$ cat src/rtl/gaussian_pkg.sv
// Shared constants for the 3x3 Gaussian blur: kernel weights, normalisation
// and rounding, plus the accumulator width helper.
package gaussian_pkg;

    localparam int NORM_SHIFT  = 4;   // kernel weights sum to 16
    localparam int ROUND_CONST = 8;   // half of 16, round-to-nearest

    // Kernel indexed [row][col], row 0 = oldest row in the window.
    localparam int unsigned KERNEL [3][3] = '{'{1, 2, 1},
                                              '{2, 4, 2},
                                              '{1, 2, 1}};

    // Weighted sum of nine pixels never exceeds 16 * max pixel.
    function automatic int sum_width(input int pix_w);
        return pix_w + NORM_SHIFT;
    endfunction

endpackage

$ cat src/rtl/gaussian_filter_3x3_if.sv
// Pixel stream interface: input stream (pixel_in/in_valid/in_ready) and
// output stream (pixel_out/out_valid/out_ready) of the blur stage.
interface gaussian_filter_3x3_if #(
    parameter int PIXEL_BIT_WIDTH = 12
);
    logic [PIXEL_BIT_WIDTH-1:0] pixel_in;
    logic                       in_valid;
    logic                       in_ready;
    logic [PIXEL_BIT_WIDTH-1:0] pixel_out;
    logic                       out_valid;
    logic                       out_ready;

    // Filter side.
    modport slave (
        input  pixel_in, in_valid, out_ready,
        output in_ready, pixel_out, out_valid
    );

    // Producer/consumer side.
    modport master (
        output pixel_in, in_valid, out_ready,
        input  in_ready, pixel_out, out_valid
    );
endinterface

$ cat src/rtl/gaussian_filter_3x3_line_buffer.sv
// One image row of storage, addressed by column. Read is combinational and
// returns the old contents, so a write at the same address in the same cycle
// behaves as read-before-write.
module line_buffer #(
    parameter  int DATA_WIDTH = 12,
    parameter  int DEPTH      = 20,
    localparam int AW         = (DEPTH > 1) ? $clog2(DEPTH) : 1
) (
    input  logic                  clk,
    input  logic                  we,
    input  logic [AW-1:0]         addr,
    input  logic [DATA_WIDTH-1:0] wr_data,
    output logic [DATA_WIDTH-1:0] rd_data
);

    // Contents are deliberately not reset: stale rows are never emitted.
    logic [DATA_WIDTH-1:0] mem_q [DEPTH];

    assign rd_data = mem_q[addr];

    // Store the incoming pixel on every accepted input.
    always_ff @(posedge clk) begin
        if (we) mem_q[addr] <= wr_data;
    end

endmodule

$ cat src/rtl/gaussian_filter_3x3.sv
// Streaming 3x3 Gaussian blur, valid-only convolution. One pixel per accepted
// input; a single output register with pass-through ready.
module gaussian_filter_3x3
    import gaussian_pkg::*;
#(
    parameter int PIXEL_BIT_WIDTH = 12,
    parameter int IN_ROWS         = 20,
    parameter int IN_COLS         = 20
) (
    input  logic                  clk,
    input  logic                  reset,
    gaussian_filter_3x3_if.slave  bus
);

    localparam int W  = PIXEL_BIT_WIDTH;
    localparam int SW = sum_width(PIXEL_BIT_WIDTH);
    localparam int RW = $clog2(IN_ROWS);
    localparam int CW = $clog2(IN_COLS);

    logic [RW-1:0]           row_q, row_d;
    logic [CW-1:0]           col_q, col_d;
    logic [2:0][2:0][W-1:0]  win_q, win_d;     // [row][col], row 2 = current row
    logic                    out_valid_q, out_valid_d;
    logic [W-1:0]            pixel_out_q, pixel_out_d;

    logic                    xfer_in;
    logic                    emit;
    logic [W-1:0]            lb0_rd, lb1_rd;
    logic [SW-1:0]           sum;
    logic [SW-1:0]           rounded;
    logic [W-1:0]            result;

    // The output register can take a new pixel whenever it is empty or drains now.
    assign bus.in_ready  = !out_valid_q || bus.out_ready;
    assign bus.pixel_out = pixel_out_q;
    assign bus.out_valid = out_valid_q;

    assign xfer_in = bus.in_valid && bus.in_ready;
    // Only windows fully inside the frame produce output.
    assign emit    = xfer_in && (row_q >= RW'(2)) && (col_q >= CW'(2));

    // LB0 holds the previous row, LB1 the row before; LB1 takes LB0's old value.
    line_buffer #(.DATA_WIDTH(W), .DEPTH(IN_COLS)) u_lb0 (
        .clk     (clk),
        .we      (xfer_in),
        .addr    (col_q),
        .wr_data (bus.pixel_in),
        .rd_data (lb0_rd)
    );

    line_buffer #(.DATA_WIDTH(W), .DEPTH(IN_COLS)) u_lb1 (
        .clk     (clk),
        .we      (xfer_in),
        .addr    (col_q),
        .wr_data (lb0_rd),
        .rd_data (lb1_rd)
    );

    // Raster position of the next input pixel.
    always_comb begin
        row_d = row_q;
        col_d = col_q;
        if (xfer_in) begin
            if (col_q == CW'(IN_COLS - 1)) begin
                col_d = '0;
                row_d = (row_q == RW'(IN_ROWS - 1)) ? '0 : row_q + RW'(1);
            end else begin
                col_d = col_q + CW'(1);
            end
        end
    end

    // Shift the window left and bring in the new column {LB1, LB0, pixel_in}.
    always_comb begin
        win_d = win_q;
        if (xfer_in) begin
            for (int r = 0; r < 3; r++) begin
                win_d[r][0] = win_q[r][1];
                win_d[r][1] = win_q[r][2];
            end
            win_d[0][2] = lb1_rd;
            win_d[1][2] = lb0_rd;
            win_d[2][2] = bus.pixel_in;
        end
    end

    // Weighted sum over the updated window, then round and normalise.
    always_comb begin
        sum = '0;
        for (int r = 0; r < 3; r++) begin
            for (int c = 0; c < 3; c++) begin
                sum = sum + SW'(win_d[r][c]) * SW'(KERNEL[r][c]);
            end
        end
        rounded = sum + SW'(ROUND_CONST);
        result  = rounded[SW-1:NORM_SHIFT];
    end

    // Output register: reload on input transfer, clear when drained, else hold.
    always_comb begin
        out_valid_d = out_valid_q;
        pixel_out_d = pixel_out_q;
        if (xfer_in) begin
            out_valid_d = emit;
            if (emit) pixel_out_d = result;
        end else if (bus.out_ready) begin
            out_valid_d = 1'b0;
        end
    end

    // State registers with synchronous active-low reset.
    always_ff @(posedge clk) begin
        if (!reset) begin
            row_q       <= '0;
            col_q       <= '0;
            win_q       <= '0;
            out_valid_q <= 1'b0;
            pixel_out_q <= '0;
        end else begin
            row_q       <= row_d;
            col_q       <= col_d;
            win_q       <= win_d;
            out_valid_q <= out_valid_d;
            pixel_out_q <= pixel_out_d;
        end
    end

endmodule

$ cat src/flat_wrapper.sv
// flat-port wrapper written by rule: the top's interface ports become plain ports
module gaussian_filter_3x3_flat import gaussian_pkg::*;
#(
    parameter int PIXEL_BIT_WIDTH = 12,
    parameter int IN_ROWS         = 20,
    parameter int IN_COLS         = 20
)
  (clk, reset, bus_pixel_in, bus_in_valid, bus_out_ready, bus_in_ready, bus_pixel_out, bus_out_valid);
  gaussian_filter_3x3_if #(.PIXEL_BIT_WIDTH(PIXEL_BIT_WIDTH)) bus_i ();
  input  logic clk;
  input  logic reset;
  input wire logic [$bits(bus_i.pixel_in)-1:0] bus_pixel_in;
  input wire logic [$bits(bus_i.in_valid)-1:0] bus_in_valid;
  input wire logic [$bits(bus_i.out_ready)-1:0] bus_out_ready;
  output wire logic [$bits(bus_i.in_ready)-1:0] bus_in_ready;
  output wire logic [$bits(bus_i.pixel_out)-1:0] bus_pixel_out;
  output wire logic [$bits(bus_i.out_valid)-1:0] bus_out_valid;
  assign bus_i.pixel_in = bus_pixel_in;
  assign bus_i.in_valid = bus_in_valid;
  assign bus_i.out_ready = bus_out_ready;
  assign bus_in_ready = bus_i.in_ready;
  assign bus_pixel_out = bus_i.pixel_out;
  assign bus_out_valid = bus_i.out_valid;
  gaussian_filter_3x3 #(.PIXEL_BIT_WIDTH(PIXEL_BIT_WIDTH), .IN_ROWS(IN_ROWS), .IN_COLS(IN_COLS)) u_core (.clk(clk), .reset(reset), .bus(bus_i));
endmodule
$ cat config.mk
export PLATFORM = sky130hd
export DESIGN_NAME = gaussian_filter_3x3_flat
export DESIGN_NICKNAME = d
export VERILOG_FILES = /design/src/rtl/gaussian_pkg.sv /design/src/rtl/gaussian_filter_3x3_if.sv /design/src/rtl/gaussian_filter_3x3_line_buffer.sv /design/src/rtl/gaussian_filter_3x3.sv /design/src/flat_wrapper.sv
export SDC_FILE = /design/constraint.sdc
export NUM_CORES = 1
export LEC_CHECK = 0
export ABC_AREA = 1
export CELL_PAD_IN_SITES_DETAIL_PLACEMENT = 0
export CELL_PAD_IN_SITES_GLOBAL_PLACEMENT = 1
export CORE_MARGIN = 3
export CORE_UTILIZATION = 44
export CTS_CLUSTER_SIZE = 12
export DETAILED_ROUTE_END_ITERATION = 10
export PLACE_DENSITY_LB_ADDON = 0.1
export SKIP_CTS_REPAIR_TIMING = 1
export SLEW_MARGIN = 20
export SYNTH_ARGS = -nofsm -noshare
export SYNTH_HDL_FRONTEND = slang
export SYNTH_SLANG_ARGS = --single-unit
$ cat constraint.sdc
create_clock -name clk -period 6.9 [get_ports clk]
set_input_delay 1.38 -clock clk [delete_from_list [all_inputs] [get_ports clk]]
set_output_delay 1.38 -clock clk [all_outputs]
set_load 0.05 [all_outputs]
Word-level counts from Yosys, hierarchy flattened. Memory sizes are Yosys's and may differ from the RTL's. A register that Yosys moved wholly into a read port is not among the register bits. Cells that the tools add are included. Widths: inputs -> output; s select.

Register bits after elaboration: 131. Memory bits (writable): 480. Input port bits: 16. Output and inout port bits: 14. Memories: 2.

Add/sub/neg operators: 11. $lt $le $gt $ge: 2. Equal/unequal tests: 2. Mux-type cells: 11. Reduce and logical (&&, ||, !) cells: 8.

Memory list: u_core.u_lb0.mem_q (words 20, width 12, read ports 1, clocked after memory_dff 1, wr ports 1, line gaussian_filter_3x3_line_buffer.sv:17) `logic [DATA_WIDTH-1:0] mem_q [DEPTH];`; u_core.u_lb1.mem_q (words 20, width 12, read ports 1, clocked after memory_dff 1, wr ports 1, line gaussian_filter_3x3_line_buffer.sv:17).

Operators with widths (count): $mux 108 (1); $add 16x12->16 (3); $add 16x13->16 (3); $mux 5 (6); $add 16x14->16 (1); $add 16x4->16 const B (1); $add 12x13->14 (1); $add 5x1->5 const B (2); $eq 5x5->1 const B (2); $ge 5x2->1 const B (2); $mux 1 (4); $reduce_and 2->1 (2); $logic_and 1x1->1 (3); $reduce_bool 2->1 (1); $logic_not 1->1 (1); $logic_or 1x1->1 (1).

Depth between registers and ports, before layout. Gate-level depths: netlist of the first run.

Word-level depth: 13. Gate-level depth with buffers: 33. Depth with buffers taken out: 32.

Modules after synthesis. A second synthesis of the first run with hierarchy kept.

Cell total of the unflattened synthesis: 2845. Area, all modules: 27910.5 um^2.

By module, submodules not included: line_buffer (instances 2, cells each 936, area an instance 9977.1 um^2, seq. area each 7206.9 um^2); gaussian_filter_3x3 (instances 1, cells each 973, area an instance 7956.4 um^2, seq. area each 2622.5 um^2).

Least setup slack after synthesis of the first run. No wires, ideal clock.

Path type: input port to flip-flop. From: input bus_out_ready. To: register u_core.pixel_out_q[11], in the netlist u_core.bus.pixel_out[11]. Library setup time: 109 ps. Arrival: 6483 ps. Path slack: 309 ps. Cell stages on the path: 29. Path through: inv_1 -> nand2_4 -> nand2_4 -> buf_6 -> buf_2 -> clkbuf_1 -> o21ai_0 -> inv_1 -> ha_1 -> inv_1 -> fa_1 -> o21ai_2 -> xor2_1 -> fa_1 -> fa_1 -> inv_1 -> fa_1 -> fa_1 -> inv_1 -> ha_1 -> nand2_1 -> o21ai_0 -> nand3_1 -> o2111ai_1 -> nor2_1 -> nor2_1 -> nand2_1 -> nand2_1 -> inv_1.

RTL lines: from (decl) (line flat_wrapper.sv:14) `input wire logic [$bits(bus_i.out_ready)-1:0] bus_out_ready;`; to (signal assigned) (line gaussian_filter_3x3.sv:124) `pixel_out_q <= pixel_out_d;`; to (decl) (line gaussian_filter_3x3.sv:24) `logic [W-1:0] pixel_out_q, pixel_out_d;`.

==> metrics.txt, run 1 <==
nets 2847; simple-gate share of the synthesized area 0.1600; critical path fanouts, max 6; critical path class in -> reg; Inserted Clock Buffers 69; vias 19114; Area Overhead vs Synth 14.75%; GP Congestion 0.8338; synth top area cells edfxtp_1 52%, dfxtp_1 9.8%, nand2_1 5.6%, fa_1 5.2%, nor2_1 4.5%; fin util 0.5139; Pint 0.007995 W; Synth area leader edfxtp_1; initial DRC count 1573; Synth Area in XOR/XNOR 0.003146; Compound-Gate Fraction of Synth Area 0.08552; Worst-Margin Slew 1.122 ns; total grt overflow 0; vias in the first global route 18873; number of fill cells 5614; Gate Count Post-Synth 2589; sequential area share after synthesis 0.6155; Seq cells post-synth 616; Avg Cell Area, Syn 10.75 µm²; RSZ-0062 raised after global routing false; drt first pass iters 6; clock latency on the worst-skew pair 0.60 ns; ANT cells 0; Clock H-tree levels 3; Net Sw Frac 0.3208; main combinational cell family by area after synthesis simple AND/OR/NAND/NOR gates; clk slew on worst S/H paths 0.06 ns; leak pwr 12.34 nW; die footprint 66330 µm²; clock sink total 616; MaxCap Viol Count 0; Gate power share 0.351; worst hold slack 0.4863 ns; P_sw 0.003777 W; fraction of layout cells with a size suffix above 1 0.1275; most frequent cells in the layout 480 x edfxtp_1, 415 x nand2_1, 313 x nor2_1, 226 x inv_1, 224 x nand3_1; CTS tree built; mux share of post-synthesis cell area 0.002876; Clk Tree Root Cell clkbuf_16; area of the multi-input gates 9129 µm²; final setup fails 0; Setup WS post-layout 0.4345 ns; synthesized area 27840 µm²; terminus of the critical flop-to-flop path u_core.bus.pixel_out[11]; final wirelength 74970 µm; vias per inst 5.314; width of the die 257.5 µm; Clock Power Share 0.293; slew margin rel. 0.2503; Hold Crit Class reg -> reg; CP arrival 6.95 ns; sequential cell area 17150 µm²; Worst Path Required 7.39 ns; Remaining DRCs 0; syn_nets 2721; first-pass GRT wire length 115000 µm; r2r setup slk 1.00 ns; wire per inst 20.84 µm; Worst path most repeated cell inv_1; critical path endpoint u_core.bus.pixel_out[11]; f_max 0.1547 GHz; I/O pin count 30; run status finished, final reports clean; initial antenna violation count 1; post-synth top area share 0.5177; Yosys warnings 0; CP max stage cell fa_1; commonest non-fill, non-tap cell in the layout edfxtp_1; Worst R2R Path Depth 25; die height 257.5 µm; fin. max-slew vios 0; pwr dens 368.5 nW/µm²; Row Count 91; largest net degree at the start of global routing 138; Final Hold Viols 0; Post-Synth Adder-Cell Area 0.07155; Routed Antenna Nets 0; Port Buf Inserts 29; Starting Density 0.4478; CP Launch Type input pin; DP Worst Slack -0.1597 ns; maximum vdd drop 0.4368 mV; min Tclk post-route 6.466 ns; maximum root-to-sink buffer count 3; CP Capture Type flop; crit path launch bus_out_ready; Tcrit/Tclk final 0.9370; GRT Overall Usage 0.2277; max incr delay on CP 0.51 ns; clk_skew 0.02083 ns; setup_tns 0 ns; sequential share of power 0.356; post-synth cell types 48; DP Wirelength 45410 µm; area of the core region 62170 µm²
state kept, by name, indices dropped and copies added, names as in the netlist, named ones only:
| signal | count |
|---|---|
| u_core.u_lb0.mem_q | 240 |
| u_core.u_lb1.mem_q | 240 |
| u_core.win_q | 108 |
| u_core.bus.pixel_out | 12 |
| u_core.col_q | 5 |
| u_core.row_q | 5 |
| u_core.bus.out_valid | 1 |
cell type report:
| type | instances | area share |
|---|---|---|
| sequential | 616 | 0.5367 |
| multi-input combinational | 1599 | 0.2857 |
| clock buffer | 89 | 0.05804 |
| timing repair buffer | 195 | 0.05201 |
| tap | 837 | 0.03278 |
| inverter | 234 | 0.02773 |
| clock inverter | 27 | 0.007011 |
worst min-delay path by stage:
stage	start	to	slack [ns]	cells after the start
after floorplan	u_core.win_q[63]	u_core.win_q[63]	0.46	2
after global placement	u_core.win_q[63]	u_core.win_q[63]	0.47	2
after detailed placement	u_core.win_q[63]	u_core.win_q[63]	0.48	2
after CTS	u_core.win_q[63]	u_core.win_q[63]	0.49	2
after global routing	u_core.win_q[64]	u_core.win_q[64]	0.51	2
final	u_core.win_q[63]	u_core.win_q[63]	0.49	2
layer usage:
metal,track usage,vias up,wire (µm)
met4,0.05528,0,1596
met1,0.3404,9450,35830
met3,0.03177,115,4066
met2,0.3528,494,33480
met5,0,-,0
li1,-,9055,-
kinds of logic (layout without fill, tap and decap cells):
kind of cell / count (synthesis) / in the layout
DFF: 616 / 616
adders and majority gates: 116 / 116
xor gates and xnor gates: 10 / 10
AOI/OAI and AO/OA: 412 / 412
and+or+nand+nor: 1053 / 1053
muxes: 8 / 8
buffers and inverters: 374 / 545
through the flow:
stage	power (W)	std cells	instance area (µm²)
finish	0.01177	3597	31950
global route	0.01255	3597	31950
CTS	0.01189	3597	31940
detailed placement	0.008422	3481	29860
global placement	0.008399	3480	29840
floorplan	0.006702	2589	27840
synth_stat cells, drive strengths merged:
cell,number
o21ai,240
ha,44
a211oi,2
inv,232
nand3,224
or2,53
xnor2,5
nor3b,2
fa,72
o31ai,1
edfxtp,480
a21oi,63
mux2i,8
o21bai,4
a21o,1
o221ai,10
o211ai,54
nand3b,6
nand2,418
buf,85
clkbuf,55
nor2,332
a21boi,2
a221oi,1
nor4,1
clkinv,2
o22ai,15
nor3,10
nand4,7
a31oi,4
dfxtp,136
o2111ai,1
xor2,5
o21a,14
critical path, delay by kind of cell:
family          cells  cell delay (ns)
compound gates      5             0.96
xor+xnor            1             0.14
buf+inv             8             0.92
fa+ha+maj           6             2.43
simple gates       11             1.12
power by group through the flow:
stage	sequential [W]	combinational (W)	clock, W
finish	0.00420	0.00413	0.00345
global route	0.00420	0.00469	0.00366
CTS	0.00420	0.00419	0.00351
detailed placement	0.00427	0.00415	0
global placement	0.00427	0.00413	0
floorplan	0.00426	0.00244	0
Power figures use the tool's default switching activity.
==> inputs of run 2 (changes only) <==
- HOLD_SLACK_MARGIN: default -> 0.12
==> results of run 2 <==
Final layout, timing and power as in run 1 (identical DEF).
